## src/rtl/perceptron_trainer.sv

```systemverilog
// ---------------------------------------------------------------------------
// perceptron_trainer
//
// On-chip learning engine for the digit-classifier perceptron. A labelled
// 7-bit feature sample is scored against every class, one class per cycle.
// The engine reports the arg-max class. In train mode, a wrong prediction
// triggers the perceptron update rule on the weight memory.
//
// Flow: IDLE -> SCORE (NUM_CLASSES cycles) -> UPDATE (1) -> DONE -> IDLE
//
// Ports
//   clk, rst                 clock, asynchronous active-high reset
//   in_valid / in_ready      sample handshake (features, label, train_en)
//   features[6:0]            binary inputs x0..x6 ([6:4] edges, [3:0] curves)
//   label[3:0], train_en     target class, apply update on mistake
//   out_valid / out_ready    result handshake (pred, mistake)
//   miss_count               number of training updates applied (saturating)
//   wr_en, wr_class, wr_idx, wr_data
//                            direct weight write, honoured in IDLE only
//   rd_class, rd_idx, rd_weight
//                            combinational weight read-back
//
// Optional build macro PERCEPTRON_TRAINER_SAT_EN:
//   defined   -> training updates clamp weights to the signed range
//   undefined -> training updates wrap modulo 2^WEIGHT_W
//   Direct writes are never clamped.
// ---------------------------------------------------------------------------
module perceptron_trainer #(
    parameter int NUM_CLASSES = 10,
    parameter int WEIGHT_W    = 4,
    parameter int CNT_W       = 16
) (
    input  logic                       clk,
    input  logic                       rst,
    input  logic                       in_valid,
    output logic                       in_ready,
    input  logic [6:0]                 features,
    input  logic [3:0]                 label,
    input  logic                       train_en,
    output logic                       out_valid,
    input  logic                       out_ready,
    output logic [3:0]                 pred,
    output logic                       mistake,
    output logic [CNT_W-1:0]           miss_count,
    input  logic                       wr_en,
    input  logic [3:0]                 wr_class,
    input  logic [2:0]                 wr_idx,
    input  logic signed [WEIGHT_W-1:0] wr_data,
    input  logic [3:0]                 rd_class,
    input  logic [2:0]                 rd_idx,
    output logic signed [WEIGHT_W-1:0] rd_weight
);

    // Score width: bias plus seven terms can never exceed WEIGHT_W+3 bits.
    localparam int SW = WEIGHT_W + 3;
    localparam logic [4:0] NC5  = 5'(NUM_CLASSES);
    localparam logic [3:0] LAST = 4'(NUM_CLASSES - 1);

`ifdef PERCEPTRON_TRAINER_SAT_EN
    localparam logic signed [WEIGHT_W:0] W_MAX = (WEIGHT_W+1)'((1 <<< (WEIGHT_W-1)) - 1);
    localparam logic signed [WEIGHT_W:0] W_MIN = (WEIGHT_W+1)'(-(1 <<< (WEIGHT_W-1)));
`endif

    typedef enum logic [1:0] {IDLE, SCORE, UPDATE, DONE} state_t;

    // One training step on a single weight. x gates the step, up selects
    // the direction. The sum is formed one bit wider so the overflow can be
    // detected for clamping, or simply dropped for wrapping.
    function automatic logic signed [WEIGHT_W-1:0] step_weight(
        input logic signed [WEIGHT_W-1:0] w,
        input logic                       up,
        input logic                       x
    );
        logic signed [WEIGHT_W:0] sum;
        sum = {w[WEIGHT_W-1], w};
        if (x) begin
            if (up) sum = sum + {{WEIGHT_W{1'b0}}, 1'b1};
            else    sum = sum - {{WEIGHT_W{1'b0}}, 1'b1};
        end
`ifdef PERCEPTRON_TRAINER_SAT_EN
        if (sum > W_MAX) return W_MAX[WEIGHT_W-1:0];
        if (sum < W_MIN) return W_MIN[WEIGHT_W-1:0];
`endif
        return sum[WEIGHT_W-1:0];
    endfunction

    state_t                     state_q, state_d;
    logic [3:0]                 cnt_q, cnt_d;
    logic [6:0]                 feat_q, feat_d;
    logic [3:0]                 label_q, label_d;
    logic                       train_q, train_d;
    logic [3:0]                 best_q, best_d;
    logic signed [SW-1:0]       best_s_q, best_s_d;
    logic [3:0]                 pred_q, pred_d;
    logic                       mistake_q, mistake_d;
    logic                       out_valid_q, out_valid_d;
    logic [CNT_W-1:0]           miss_q, miss_d;
    logic signed [WEIGHT_W-1:0] w_q [NUM_CLASSES][8];
    logic signed [WEIGHT_W-1:0] w_d [NUM_CLASSES][8];

    logic signed [SW-1:0]       score;
    logic [7:0]                 xv;
    logic                       label_bad;
    logic                       is_mistake;

    // Index 7 is the bias, whose input is always 1.
    assign xv         = {1'b1, feat_q};
    assign label_bad  = ({1'b0, label_q} >= NC5);
    assign is_mistake = label_bad | (best_q != label_q);

    // Score of the class currently addressed by cnt_q.
    always_comb begin
        score = SW'(w_q[cnt_q][7]);
        for (int i = 0; i < 7; i++) begin
            if (feat_q[i]) score = score + SW'(w_q[cnt_q][i]);
        end
    end

    always_comb begin
        state_d     = state_q;
        cnt_d       = cnt_q;
        feat_d      = feat_q;
        label_d     = label_q;
        train_d     = train_q;
        best_d      = best_q;
        best_s_d    = best_s_q;
        pred_d      = pred_q;
        mistake_d   = mistake_q;
        out_valid_d = out_valid_q;
        miss_d      = miss_q;
        w_d         = w_q;

        case (state_q)
            // IDLE: direct writes and sample acceptance; both may share one edge.
            IDLE: begin
                if (wr_en && ({1'b0, wr_class} < NC5)) begin
                    w_d[wr_class][wr_idx] = wr_data;
                end
                if (in_valid) begin
                    feat_d   = features;
                    label_d  = label;
                    train_d  = train_en;
                    cnt_d    = '0;
                    best_d   = '0;
                    best_s_d = '0;
                    state_d  = SCORE;
                end
            end
            // SCORE: strict compare so ties keep the lowest class index;
            // class 0 always seeds the running best.
            SCORE: begin
                if ((cnt_q == 4'd0) || (score > best_s_q)) begin
                    best_d   = cnt_q;
                    best_s_d = score;
                end
                if (cnt_q == LAST) state_d = UPDATE;
                else               cnt_d   = cnt_q + 4'd1;
            end
            // UPDATE: reward the label row, penalise the predicted row.
            UPDATE: begin
                pred_d      = best_q;
                mistake_d   = is_mistake;
                out_valid_d = 1'b1;
                state_d     = DONE;
                if (train_q && is_mistake && !label_bad) begin
                    for (int c = 0; c < NUM_CLASSES; c++) begin
                        for (int i = 0; i < 8; i++) begin
                            if (4'(c) == label_q)
                                w_d[c][i] = step_weight(w_q[c][i], 1'b1, xv[i]);
                            else if (4'(c) == best_q)
                                w_d[c][i] = step_weight(w_q[c][i], 1'b0, xv[i]);
                        end
                    end
                    if (miss_q != '1) miss_d = miss_q + 1'b1;
                end
            end
            // DONE: hold the result until the consumer takes it.
            DONE: begin
                if (out_ready) begin
                    out_valid_d = 1'b0;
                    state_d     = IDLE;
                end
            end
            default: state_d = IDLE;
        endcase
    end

    always_ff @(posedge clk or posedge rst) begin
        if (rst) begin
            state_q     <= IDLE;
            cnt_q       <= '0;
            feat_q      <= '0;
            label_q     <= '0;
            train_q     <= 1'b0;
            best_q      <= '0;
            best_s_q    <= '0;
            pred_q      <= '0;
            mistake_q   <= 1'b0;
            out_valid_q <= 1'b0;
            miss_q      <= '0;
            for (int c = 0; c < NUM_CLASSES; c++) begin
                for (int i = 0; i < 8; i++) begin
                    w_q[c][i] <= '0;
                end
            end
        end else begin
            state_q     <= state_d;
            cnt_q       <= cnt_d;
            feat_q      <= feat_d;
            label_q     <= label_d;
            train_q     <= train_d;
            best_q      <= best_d;
            best_s_q    <= best_s_d;
            pred_q      <= pred_d;
            mistake_q   <= mistake_d;
            out_valid_q <= out_valid_d;
            miss_q      <= miss_d;
            w_q         <= w_d;
        end
    end

    assign in_ready   = (state_q == IDLE);
    assign out_valid  = out_valid_q;
    assign pred       = pred_q;
    assign mistake    = mistake_q;
    assign miss_count = miss_q;
    assign rd_weight  = ({1'b0, rd_class} < NC5) ? w_q[rd_class][rd_idx] : '0;

endmodule

```

## config.mk

```make
export PLATFORM = sky130hd
export DESIGN_NAME = perceptron_trainer
export DESIGN_NICKNAME = d
export VERILOG_FILES = /design/src/rtl/perceptron_trainer.sv
export SDC_FILE = /design/constraint.sdc
export NUM_CORES = 2
export LEC_CHECK = 0
export CAP_MARGIN = 20
export CORE_MARGIN = 2
export CORE_UTILIZATION = 47
export CTS_CLUSTER_DIAMETER = 60
export CTS_CLUSTER_SIZE = 25
export DETAILED_ROUTE_END_ITERATION = 16
export PLACE_DENSITY = 0.68
export SLEW_MARGIN = 30
export SYNTH_ARGS = -nofsm -noshare
export SYNTH_HDL_FRONTEND = slang
export SYNTH_SLANG_ARGS = --single-unit
```

## constraint.sdc

```tcl
create_clock -name clk -period 13 [get_ports clk]
set_clock_uncertainty 0.15 [all_clocks]
set_input_delay 2.6 -clock clk [delete_from_list [all_inputs] [get_ports clk]]
set_output_delay 2.6 -clock clk [all_outputs]
set_load 0.01 [all_outputs]
```

==> results by group <==
CTS
  • Clk sink count: 371
  • Clock Tree Buf Depth: 3
  • Hold buffer count at CTS: 0
  • CTS root buf: clkbuf_16
  • H-tree Lvls: 2
  • CTS tree: built
  • Setup bufs post-CTS: 0
  • CTS buffer count: 42
  • Worst-path clk slew: 70 ps
  • Worst-Skew Late Latency: 610 ps
  • Post-cts gate resize count: 0

Synthesis
  • Synth Area in Adders: 13.50%
  • Top cells by area, synth: dfrtp_1 28%, mux4_2 10%, ha_1 8.2%
  • Post-synthesis compound-gate area fraction: 21.05%
  • Ys flop type: dfrtp_1
  • Mux share of post-synthesis cell area: 15.70%
  • Synthesized area: 32740 um^2
  • Post-Syn Nets: 3833
  • Library cells used by synthesis: 71
  • Post-synth ARST share: 100.0%
  • Post-synth EDFFs: 0
  • Xor/xnor share of the synthesized area: 5.499%
  • Syn Area/Cell: 9.363 um^2
  • Yosys reg bits: 371
  • Register area share after synthesis: 28.35%
  • Largest family of logic cells by synthesized area: compound AO/OA/AOI/OAI gates
  • Area share of the largest cell type after synthesis: 28.35%
  • Synth Instances: 3497
  • YS warnings: 0
  • Simple-gate share of the synthesized area: 12.40%
  • Post-synth top area cell: dfrtp_1

Worst setup path
  • CP arrival: 10800 ps
  • Max stage delay cell, worst path: dfrtp_4
  • Req. time, crit path: 13310 ps
  • Crit-path max cell delay: 720 ps
  • Setup crit end kind: register
  • CP bufs+invs: 3
  • Worst Path Max Fanout: 32
  • Critical path class: register to register
  • Delay-heaviest family, CP: adder cells
  • CP Launch Type: register

Global routing
  • Initial antenna violation count: 5
  • Vias in the first global route: 27070
  • First-pass GRT wire length: 171400 um
  • Largest net degree at the start of global routing: 166
  • Gr ovfl total: 0
  • Total GRT Usage: 31.60%

STA
  • Slew @ Worst Pin: 1015 ps
  • Setup Viol. Count Final: 0
  • Max Slew Vio Count: 0
  • Min Tclk post-route: 10500 ps
  • Post-route setup TNS: 0 ps
  • Fmax: 95.27 MHz
  • Max-slew headroom: 32.30%
  • RSZ-0062 raised after global routing: no
  • Fin Hold WS: 336.0 ps
  • Tcrit/Tclk final: 80.74%
  • Fin. Hold Viols: 0

Drt
  • DR iter-0 viols: 3488
  • Post-Route WL: 113500 um
  • DRT antenna net count: 0
  • 1st-pass router iterations: 7
  • Routed len/inst: 25.54 um
  • Via count: 29050
  • Drt drc: 0
  • Vias per cell: 6.535

Finish
  • Final net count: 3813
  • Commonest non-fill, non-tap cell in the layout: a21oi_1
  • Layout area overhead: 9.988%
  • Share of layout cells above drive strength 1: 13.04%
  • Most frequent cells in the layout: 430 x a21oi_1, 369 x dfrtp_1, 313 x nor2_1
  • Final Cell Area: 36010 um^2

Die
  • Initial core utilization: 47.57%
  • I/O pin count: 62
  • Die Y: 267.9 um
  • Rows: 96
  • Die width: 267.9 um
  • Die ar.: 71790 um^2
  • Core area: 68830 um^2

Placement
  • DP Area: 34430 um^2
  • Final Wtd Congestion: 0.9748
  • Half-perimeter wire length after placement: 76810 um
  • Number of port buffers: 61

Min path
  • Hold Path Class: register to register

Run status
  • Status: completed

Job
  • Max-cap check violation count: 0
==> Yosys cell counts (57+ instances only) <==
master    instances
a21o_1          109
a21oi_1         434
clkbuf_1        136
dfrtp_1         371
fa_1             87
ha_1            214
inv_1            76
mux2_2           67
mux2i_1         100
mux4_2          148
nand2_1         302
nor2_1          315
nor3_1           57
o21ai_0         206
o22ai_1         107
xnor2_1          70
xor2_1          133
==> worst register-to-register path: cells and delay by family (launching register included) <==
| kind | cells | cell delay, ps |
|---|---|---|
| adder cells (fa/ha/maj) | 9 | 3300 |
| AO/OA/AOI/OAI | 18 | 3130 |
| multiplexers | 4 | 1300 |
| XOR/XNOR | 5 | 900 |
| flip-flops | 1 | 720 |
| buffers and inverters | 3 | 470 |
| AND/OR/NAND/NOR | 4 | 340 |
==> through the flow <==
step	util (%)	worst slack [ps]	std cells
after floorplan	-	3173	3497
after global placement	49.99	2546	4361
after detailed placement	50.03	2392	4361
after CTS	52.19	2344	4439
after global routing	52.31	1731	4442
final	52.33	2504	4446
==> metal layers <==
layer	up-vias	part of all wire [%]	global-route usage (%)
met3	286	12	8.943
met2	1636	44	47.50
met1	14180	40	42.65
li1	12960	-	-
met4	2	4.5	13.62
met5	-	0.011	0
==> final cells by class <==
| class | instances | area, um^2 |
|---|---|---|
| clock inverter | 33 | 395.4 |
| multi-input combinational | 2843 | 22490 |
| timing repair buffer | 138 | 1259 |
| antenna | 4 | 10.01 |
| sequential | 371 | 9291 |
| inverter | 81 | 309.0 |
| clock buffer | 45 | 1092 |
| tap | 931 | 1165 |
| fill | 6131 | 32810 |
==> worst paths after layout <==
| path | depth (start not counted) | start | slack [ps] | endpoint |
|---|---|---|---|---|
| setup / recovery | 43 | cnt_q[0] | 2500 | best_s_q[5] |
| hold / removal | 1 | miss_count[8] | 340 | miss_count[8] |
| setup reg to reg | 43 | cnt_q[0] | 2500 | best_s_q[5] |
| hold reg to reg | 1 | miss_count[8] | 340 | miss_count[8] |
| max in group asynchronous | 4 | rst | 8390 | w_q[181] |
| min in group asynchronous | 2 | rst | 2340 | w_q[249] |
==> sequential cells by signal, indices dropped and copies added, names as in the netlist <==
register / cells
w_q: 320
miss_count: 16
best_s_q: 7
feat_q: 7
best_q: 4
cnt_q: 4
label_q: 4
pred: 4
state_q: 2
mistake: 1
out_valid: 1
train_q: 1
==> cells by family (layout without fill, tap and decap cells) <==
| family | after synthesis | after routing |
|---|---|---|
| AOI/OAI and AO/OA | 1122 | 1122 |
| xor gates and xnor gates | 204 | 204 |
| adders and majority gates | 301 | 301 |
| buffers and inverters | 283 | 297 |
| DFF | 371 | 371 |
| muxes | 318 | 318 |
| other | 0 | 4 |
| and+or+nand+nor | 898 | 898 |
Power is not shown: default switching activity piles up to over one toggle a cycle in this logic, so the estimate is an artifact.
